File: config.mk
export PLATFORM = sky130hd
export DESIGN_NAME = rd_fram_buf_ctrl_flat
export DESIGN_NICKNAME = d
export VERILOG_FILES = /design/src/rtl/rd_fram_pkg.sv /design/src/rtl/rd_fram_buf_ctrl_if.sv /design/src/rtl/rd_fram_ram.sv /design/src/rtl/rd_fram_buf_ctrl.sv /design/src/flat_wrapper.sv
export SDC_FILE = /design/constraint.sdc
export NUM_CORES = 2
export LEC_CHECK = 0
export CAP_MARGIN = 20
export CORE_UTILIZATION = 40
export DETAILED_ROUTE_END_ITERATION = 12
export PLACE_DENSITY_LB_ADDON = 0.05
export SLEW_MARGIN = 20
export SYNTH_ARGS = -nofsm -noshare
export SYNTH_HDL_FRONTEND = slang
export SYNTH_SLANG_ARGS = --single-unit
File: constraint.sdc
create_clock -name rd_clk -period 18.27 [get_ports rd_clk]
set_clock_uncertainty 0.2 [all_clocks]
set_input_delay 4.5675 -clock rd_clk [delete_from_list [all_inputs] [get_ports rd_clk]]
set_output_delay 4.5675 -clock rd_clk [all_outputs]
set_load 0.03 [all_outputs]
File: src/rtl/rd_fram_pkg.sv
// Shared types and constants for the read-side frame buffer controller.
package rd_fram_pkg;

    typedef enum logic [1:0] {
        IDLE  = 2'd0,
        FILL  = 2'd1,
        REQ   = 2'd2,
        DRAIN = 2'd3
    } rd_fram_state_e;

    localparam int DDR_DW_DEF = 256;
    localparam int PIX_DW_DEF = 32;
    localparam int RATIO      = DDR_DW_DEF / PIX_DW_DEF;

    // Bit positions inside the sticky err vector.
    localparam int ERR_BUSY_START = 0;
    localparam int ERR_UNSOL      = 1;

endpackage

File: src/rtl/rd_fram_buf_ctrl_if.sv
// Frame control, DDR read request/return and pixel stream of the frame buffer reader.
interface rd_fram_buf_ctrl_if #(
    parameter int DDR_DW = 256,
    parameter int PIX_DW = 32,
    parameter int ADDR_W = 28
);
    logic              frame_start;
    logic              ddr_req;
    logic [ADDR_W-1:0] ddr_req_addr;
    logic [7:0]        ddr_req_len;
    logic              ddr_req_ack;
    logic [DDR_DW-1:0] ddr_rdata;
    logic              ddr_rvalid;
    logic [PIX_DW-1:0] pix_data;
    logic              pix_valid;
    logic              pix_ready;
    logic              frame_busy;
    logic              frame_done;
    logic [1:0]        err;

    // Handshakes: a request transfers in a cycle with ddr_req&ddr_req_ack, and addr/len stay
    // stable while ddr_req waits; ddr_rvalid has no ready and is taken every cycle it is high;
    // a pixel transfers in a cycle with pix_valid&pix_ready, and pix_data holds while it waits.
    modport master (
        input  frame_start, ddr_req_ack, ddr_rdata, ddr_rvalid, pix_ready,
        output ddr_req, ddr_req_addr, ddr_req_len, pix_data, pix_valid,
               frame_busy, frame_done, err
    );

    modport slave (
        output frame_start, ddr_req_ack, ddr_rdata, ddr_rvalid, pix_ready,
        input  ddr_req, ddr_req_addr, ddr_req_len, pix_data, pix_valid,
               frame_busy, frame_done, err
    );

endinterface

File: src/rtl/rd_fram_ram.sv
// Single-clock simple dual-port beat buffer with a registered read port.
module rd_fram_ram #(
    parameter int AW = 4,
    parameter int DW = 256
) (
    input  logic          clk,
    input  logic          we,
    input  logic [AW-1:0] waddr,
    input  logic [DW-1:0] wdata,
    input  logic          re,
    input  logic [AW-1:0] raddr,
    output logic [DW-1:0] rdata
);

    logic [DW-1:0] mem [2**AW];

    always_ff @(posedge clk) begin
        if (we) begin
            mem[waddr] <= wdata;
        end
        if (re) begin
            rdata <= mem[raddr];
        end
    end

endmodule

File: src/rtl/rd_fram_buf_ctrl.sv
// Reads one frame from DDR in credit-limited bursts, buffers the beats and
// streams them out as 32-bit pixels, LSB pixel of each beat first.
module rd_fram_buf_ctrl
    import rd_fram_pkg::*;
#(
    parameter int DDR_DW      = 256,
    parameter int PIX_DW      = 32,
    parameter int BUF_AW      = 4,
    parameter int BURST_LEN   = 8,
    parameter int ADDR_W      = 28,
    parameter int FRAME_BASE  = 0,
    parameter int FRAME_WORDS = 115200
) (
    input  logic                     rd_clk,
    input  logic                     rd_rst_n,
    rd_fram_buf_ctrl_if.master       bus,
    output rd_fram_state_e           state_dbg
);

    localparam int DEPTH = 1 << BUF_AW;
    localparam int CW    = BUF_AW + 1;
    localparam int IW    = $clog2(RATIO);

    rd_fram_state_e    state, state_n;
    logic [CW-1:0]     stored, outstanding;
    logic [31:0]       words_left, free, need;
    logic [ADDR_W-1:0] addr_q;
    logic [7:0]        len_q;
    logic [BUF_AW-1:0] wr_ptr, rd_ptr;
    logic [IW-1:0]     idx;
    logic              pix_valid_q, frame_done_q;
    logic [1:0]        err_q, err_set;
    logic [DDR_DW-1:0] beat;

    logic wr_beat, unsol, pix_hs, last_sub, ld, ack_fire;
    logic start_ok, launch, done_now, busy_start;

    assign wr_beat  = bus.ddr_rvalid && (outstanding != '0);
    assign unsol    = bus.ddr_rvalid && (outstanding == '0);
    assign pix_hs   = pix_valid_q && bus.pix_ready;
    assign last_sub = pix_hs && (idx == IW'(RATIO - 1));
    // Refill the output stage when it is empty or its last pixel leaves this cycle.
    assign ld       = (stored != '0) && (!pix_valid_q || last_sub);
    assign ack_fire = (state == REQ) && bus.ddr_req_ack;
    assign free     = 32'(DEPTH) - 32'(stored) - 32'(outstanding);
    assign need     = (words_left < 32'(BURST_LEN)) ? words_left : 32'(BURST_LEN);

    always_ff @(posedge rd_clk or negedge rd_rst_n) begin
        if (!rd_rst_n) begin
            state <= IDLE;
        end else begin
            state <= state_n;
        end
    end

    always_comb begin
        state_n    = state;
        start_ok   = 1'b0;
        launch     = 1'b0;
        done_now   = 1'b0;
        busy_start = bus.frame_start && (state != IDLE);
        case (state)
            IDLE: begin
                if (bus.frame_start) begin
                    start_ok = 1'b1;
                    state_n  = FILL;
                end
            end
            FILL: begin
                if (words_left == '0) begin
                    state_n = DRAIN;
                end else if (free >= need) begin
                    launch  = 1'b1;
                    state_n = REQ;
                end
            end
            REQ: begin
                if (bus.ddr_req_ack) begin
                    state_n = FILL;
                end
            end
            DRAIN: begin
                if (stored == '0 && outstanding == '0 && (!pix_valid_q || last_sub)) begin
                    done_now = 1'b1;
                    state_n  = IDLE;
                end
            end
            default: state_n = IDLE;
        endcase
    end

    always_comb begin
        err_set                 = '0;
        err_set[ERR_BUSY_START] = busy_start;
        err_set[ERR_UNSOL]      = unsol;
    end

    always_ff @(posedge rd_clk or negedge rd_rst_n) begin
        if (!rd_rst_n) begin
            stored       <= '0;
            outstanding  <= '0;
            words_left   <= '0;
            addr_q       <= '0;
            len_q        <= '0;
            wr_ptr       <= '0;
            rd_ptr       <= '0;
            idx          <= '0;
            pix_valid_q  <= 1'b0;
            frame_done_q <= 1'b0;
            err_q        <= '0;
        end else begin
            stored       <= stored + CW'(wr_beat) - CW'(ld);
            outstanding  <= outstanding + (ack_fire ? CW'(len_q) : CW'(0)) - CW'(wr_beat);
            frame_done_q <= done_now;
            err_q        <= (start_ok ? 2'b00 : err_q) | err_set;
            if (start_ok) begin
                addr_q     <= ADDR_W'(FRAME_BASE);
                words_left <= 32'(FRAME_WORDS);
            end else if (ack_fire) begin
                addr_q     <= addr_q + ADDR_W'(len_q);
                words_left <= words_left - 32'(len_q);
            end
            if (launch) begin
                len_q <= 8'(need);
            end
            if (wr_beat) begin
                wr_ptr <= wr_ptr + BUF_AW'(1);
            end
            if (ld) begin
                rd_ptr      <= rd_ptr + BUF_AW'(1);
                idx         <= '0;
                pix_valid_q <= 1'b1;
            end else if (pix_hs) begin
                idx <= idx + IW'(1);
                if (last_sub) begin
                    pix_valid_q <= 1'b0;
                end
            end
        end
    end

    // The RAM's read register doubles as the output stage's beat holder.
    rd_fram_ram #(
        .AW (BUF_AW),
        .DW (DDR_DW)
    ) u_ram (
        .clk   (rd_clk),
        .we    (wr_beat),
        .waddr (wr_ptr),
        .wdata (bus.ddr_rdata),
        .re    (ld),
        .raddr (rd_ptr),
        .rdata (beat)
    );

    assign bus.ddr_req      = (state == REQ);
    assign bus.ddr_req_addr = addr_q;
    assign bus.ddr_req_len  = len_q;
    assign bus.pix_valid    = pix_valid_q;
    assign bus.pix_data     = pix_valid_q ? beat[32'(idx) * PIX_DW +: PIX_DW] : '0;
    assign bus.frame_busy   = (state != IDLE);
    assign bus.frame_done   = frame_done_q;
    assign bus.err          = err_q;
    assign state_dbg        = state;

endmodule

File: src/flat_wrapper.sv
// flat-port wrapper written by rule: the top's interface ports become plain ports
module rd_fram_buf_ctrl_flat import rd_fram_pkg::*;
#(
    parameter int DDR_DW      = 256,
    parameter int PIX_DW      = 32,
    parameter int BUF_AW      = 4,
    parameter int BURST_LEN   = 8,
    parameter int ADDR_W      = 28,
    parameter int FRAME_BASE  = 0,
    parameter int FRAME_WORDS = 115200
)
  (rd_clk, rd_rst_n, state_dbg, bus_frame_start, bus_ddr_req_ack, bus_ddr_rdata, bus_ddr_rvalid, bus_pix_ready, bus_ddr_req, bus_ddr_req_addr, bus_ddr_req_len, bus_pix_data, bus_pix_valid, bus_frame_busy, bus_frame_done, bus_err);
  rd_fram_buf_ctrl_if #(.DDR_DW(DDR_DW), .PIX_DW(PIX_DW), .ADDR_W(ADDR_W)) bus_i ();
  input  logic rd_clk;
  input  logic rd_rst_n;
  output rd_fram_state_e state_dbg;
  input wire logic [$bits(bus_i.frame_start)-1:0] bus_frame_start;
  input wire logic [$bits(bus_i.ddr_req_ack)-1:0] bus_ddr_req_ack;
  input wire logic [$bits(bus_i.ddr_rdata)-1:0] bus_ddr_rdata;
  input wire logic [$bits(bus_i.ddr_rvalid)-1:0] bus_ddr_rvalid;
  input wire logic [$bits(bus_i.pix_ready)-1:0] bus_pix_ready;
  output wire logic [$bits(bus_i.ddr_req)-1:0] bus_ddr_req;
  output wire logic [$bits(bus_i.ddr_req_addr)-1:0] bus_ddr_req_addr;
  output wire logic [$bits(bus_i.ddr_req_len)-1:0] bus_ddr_req_len;
  output wire logic [$bits(bus_i.pix_data)-1:0] bus_pix_data;
  output wire logic [$bits(bus_i.pix_valid)-1:0] bus_pix_valid;
  output wire logic [$bits(bus_i.frame_busy)-1:0] bus_frame_busy;
  output wire logic [$bits(bus_i.frame_done)-1:0] bus_frame_done;
  output wire logic [$bits(bus_i.err)-1:0] bus_err;
  assign bus_i.frame_start = bus_frame_start;
  assign bus_i.ddr_req_ack = bus_ddr_req_ack;
  assign bus_i.ddr_rdata = bus_ddr_rdata;
  assign bus_i.ddr_rvalid = bus_ddr_rvalid;
  assign bus_i.pix_ready = bus_pix_ready;
  assign bus_ddr_req = bus_i.ddr_req;
  assign bus_ddr_req_addr = bus_i.ddr_req_addr;
  assign bus_ddr_req_len = bus_i.ddr_req_len;
  assign bus_pix_data = bus_i.pix_data;
  assign bus_pix_valid = bus_i.pix_valid;
  assign bus_frame_busy = bus_i.frame_busy;
  assign bus_frame_done = bus_i.frame_done;
  assign bus_err = bus_i.err;
  rd_fram_buf_ctrl #(.DDR_DW(DDR_DW), .PIX_DW(PIX_DW), .BUF_AW(BUF_AW), .BURST_LEN(BURST_LEN), .ADDR_W(ADDR_W), .FRAME_BASE(FRAME_BASE), .FRAME_WORDS(FRAME_WORDS)) u_core (.rd_clk(rd_clk), .rd_rst_n(rd_rst_n), .bus(bus_i), .state_dbg(state_dbg));
endmodule
==> impl_metrics.ini <==
[outcome]
status = finished, final reports clean

[clock_network]
clockRootBuffer = clkbuf_16
cts_sinks = 4447
cts_setup_buffers = 0
clock_latency_ps = 1000
cts_tree = built
cts_resized = 0
htree_levels = 5
cts_buffers = 474
cts.clk_slew.worst_paths_ps = 60
clockBufferDepth = 4
cts_hold_buf = 0

[grt]
grt_pass1_vias = 79112
grt_overflow = 0
grt_pass1_wl_um = 640000
grt_use_total_pct = 21.4
grt_max_degree = 121
antenna_found_initial = 115

[placed_design]
dp_hpwl_um = 264000
dp_slack_ps = 8640
io_buffers = 337
post-place-cells = 12656
place.gp.congestion = 0.762

[synth]
yosysWarnings = 0
syn_area_sq_um = 169000
synth_edf_count = 4352
synthArstFlopShare_pct = 2.14
avgSynthCellArea_sq_um = 24.8
synth_top_area_cell = edfxtp_1
ys.flop_type = edfxtp_1
synth_area_leaders = edfxtp_1 77%, mux4_2 18%, dfrtp_1 1.4%
ys_seq_area_share_pct = 78.6
netlist_instances = 6835
synth_top_cell_area_share_pct = 77.2
ys_seq_elements = 4447
synth.distinct_cells = 62

[sta]
drv_slew = 0
clock.fmax_mhz = 105
tightestPinTransition_ps = 1090
rsz0062_at_grt = no
min_period_ps = 9500
layout_setup_ws_ps = 8770
fin_crit_sh_pct = 52.0
finalHoldViolCount = 0
relSlewSlack_pct = 25.4
setup_viol = 0
fin_setup_tns_ps = 0

[power_and_ir_drop]
p_leak_nw = 60.6
power.density_nw_per_um2 = 157
ir_drop_uv = 133
power_mw = 30.7

[detailed_routing]
drtIter0Drc = 6175
routed_wl_um = 457000
wl_per_cell_um = 33.7
firstDrtPassIters = 7
drtAntennaViolNets = 0
vias = 75516
viasPerCell = 5.58
drcViolationCount = 0

[floorplan]
die_h_um = 652
die_x_um = 652
start_util_pct = 40.2
io_pins = 338
dieArea_sq_um = 426000
rows = 238
core_area_sq_um = 421000

[worst_setup_path]
cp-start-kind = register
worstSetupPathType = register to output port
r2r_end = u_core.u_ram.rdata[219]
crit_fanout = 36
arrival_ps = 4740
rr_worst_depth = 6
end_kind = output port
crit_start = u_core.idx[0]
reg2reg_from = u_core.rd_ptr[1]
crit_end = bus_pix_data[30]
crit_required_ps = 13500
reg2reg_slack_ps = 12410

[min_path]
min_path_type = register to register
whs_path_depth = 2

[final_layout]
stdcell_count = 13544
fin_util_pct = 46.4
nets = 7844
drive_gt1_share_pct = 27.2
area_growth_pct = 15.4

[job]
drv_cap = 0
-- cells in the final DEF (no fill, tap or decap), drive strengths merged, types with 26 or more instances in the layout --
cell,n
a21oi,63
buf,150
bufinv,44
clkbuf,611
clkdlybuf4s50,336
clkinv,201
conb,28
dfrtp,95
edfxtp,4352
ha,85
inv,61
mux2i,59
mux4,1321
nand2,65
nor2,76
nor2b,66
o21ai,26
xnor2,30
xor2,33
-- worst min path at each step --
stage / startpoint / to
global route: register / register
global placement: register / register
detailed placement: register / register
CTS: register / register
finish: register / register
floorplan: u_core.words_left[6] / u_core.words_left[6]
-- cells in the mapped netlist, types with 30 or more instances --
master,n
edfxtp_1,4352
mux4_2,1321
clkbuf_1,223
buf_1,107
dfrtp_1,95
ha_1,85
nor2_1,76
nor2b_1,66
nand2_1,65
a21oi_1,63
mux2i_1,59
inv_1,50
xor2_1,33
xnor2_1,30
-- cells by family after synthesis --
group	after synthesis	synth area share (%)
DFF	4447	78.6
muxes	1382	17.9
buffers and inverters	382	0.849
and+or+nand+nor	317	0.998
AOI/OAI and AO/OA	153	0.555
adders and majority gates	90	0.688
xor gates and xnor gates	63	0.326
other	1	0.00222
-- metal layers --
metal	routed length [um]	share of wire [%]	track usage, %	up-vias
li1	-	-	-	30886
met1	203000	45	30.9	42035
met2	224000	49	35.2	1891
met3	20700	4.5	3.03	652
met4	8530	1.9	3.92	52
met5	348	0.076	0	-
-- registers in the layout, indices dropped and copies added, names as in the netlist, named ones only --
signal / flops
u_core.bus.err: 1
u_core.words_left: 32
u_core.stored: 5
u_core.rd_ptr: 4
u_core.bus.frame_done: 1
u_core.bus.ddr_req_addr: 28
u_core.bus.pix_valid: 1
u_core.u_ram.rdata: 256
u_core.idx: 3
u_core.state_dbg: 2
u_core.wr_ptr: 4
u_core.u_ram.mem: 4096
u_core.outstanding: 5
u_core.bus.ddr_req_len: 8
-- layout make-up --
cell class | instances | area (sq um)
Fill cell | 34439 | 226000
Clock buffer | 611 | 12600
Antenna cell | 13 | 32.5
Inverter | 50 | 188
Timing Repair Buffer | 486 | 4850
Multi-Input combinational cell | 2033 | 35000
Sequential cell | 4447 | 133000
Clock inverter | 264 | 2500
Tap cell | 5640 | 7060
-- stage by stage --
step | area [sq um] | hold slack (ps)
floorplan | 169000 | 275
global placement | 180000 | 280
detailed placement | 180000 | 281
CTS | 195000 | 296
global route | 195000 | 316
finish | 195000 | 293
-- critical path: stages (launching register included) --
cell             delay [ps]
dfrtp_4                 850
buf_4                   740
mux4_2                  580
mux2i_1                 820
nor2b_1                 110
clkdlybuf4s50_1         640
-- power breakdown --
group | leakage (nW) | switching, mW | internal, mW
registers | 40.5 | 0.331 | 12.4
logic | 12.7 | 5.12 | 3.50
clock network | 7.37 | 3.93 | 5.45
Note: power is estimated with default switching activity, not from simulation.
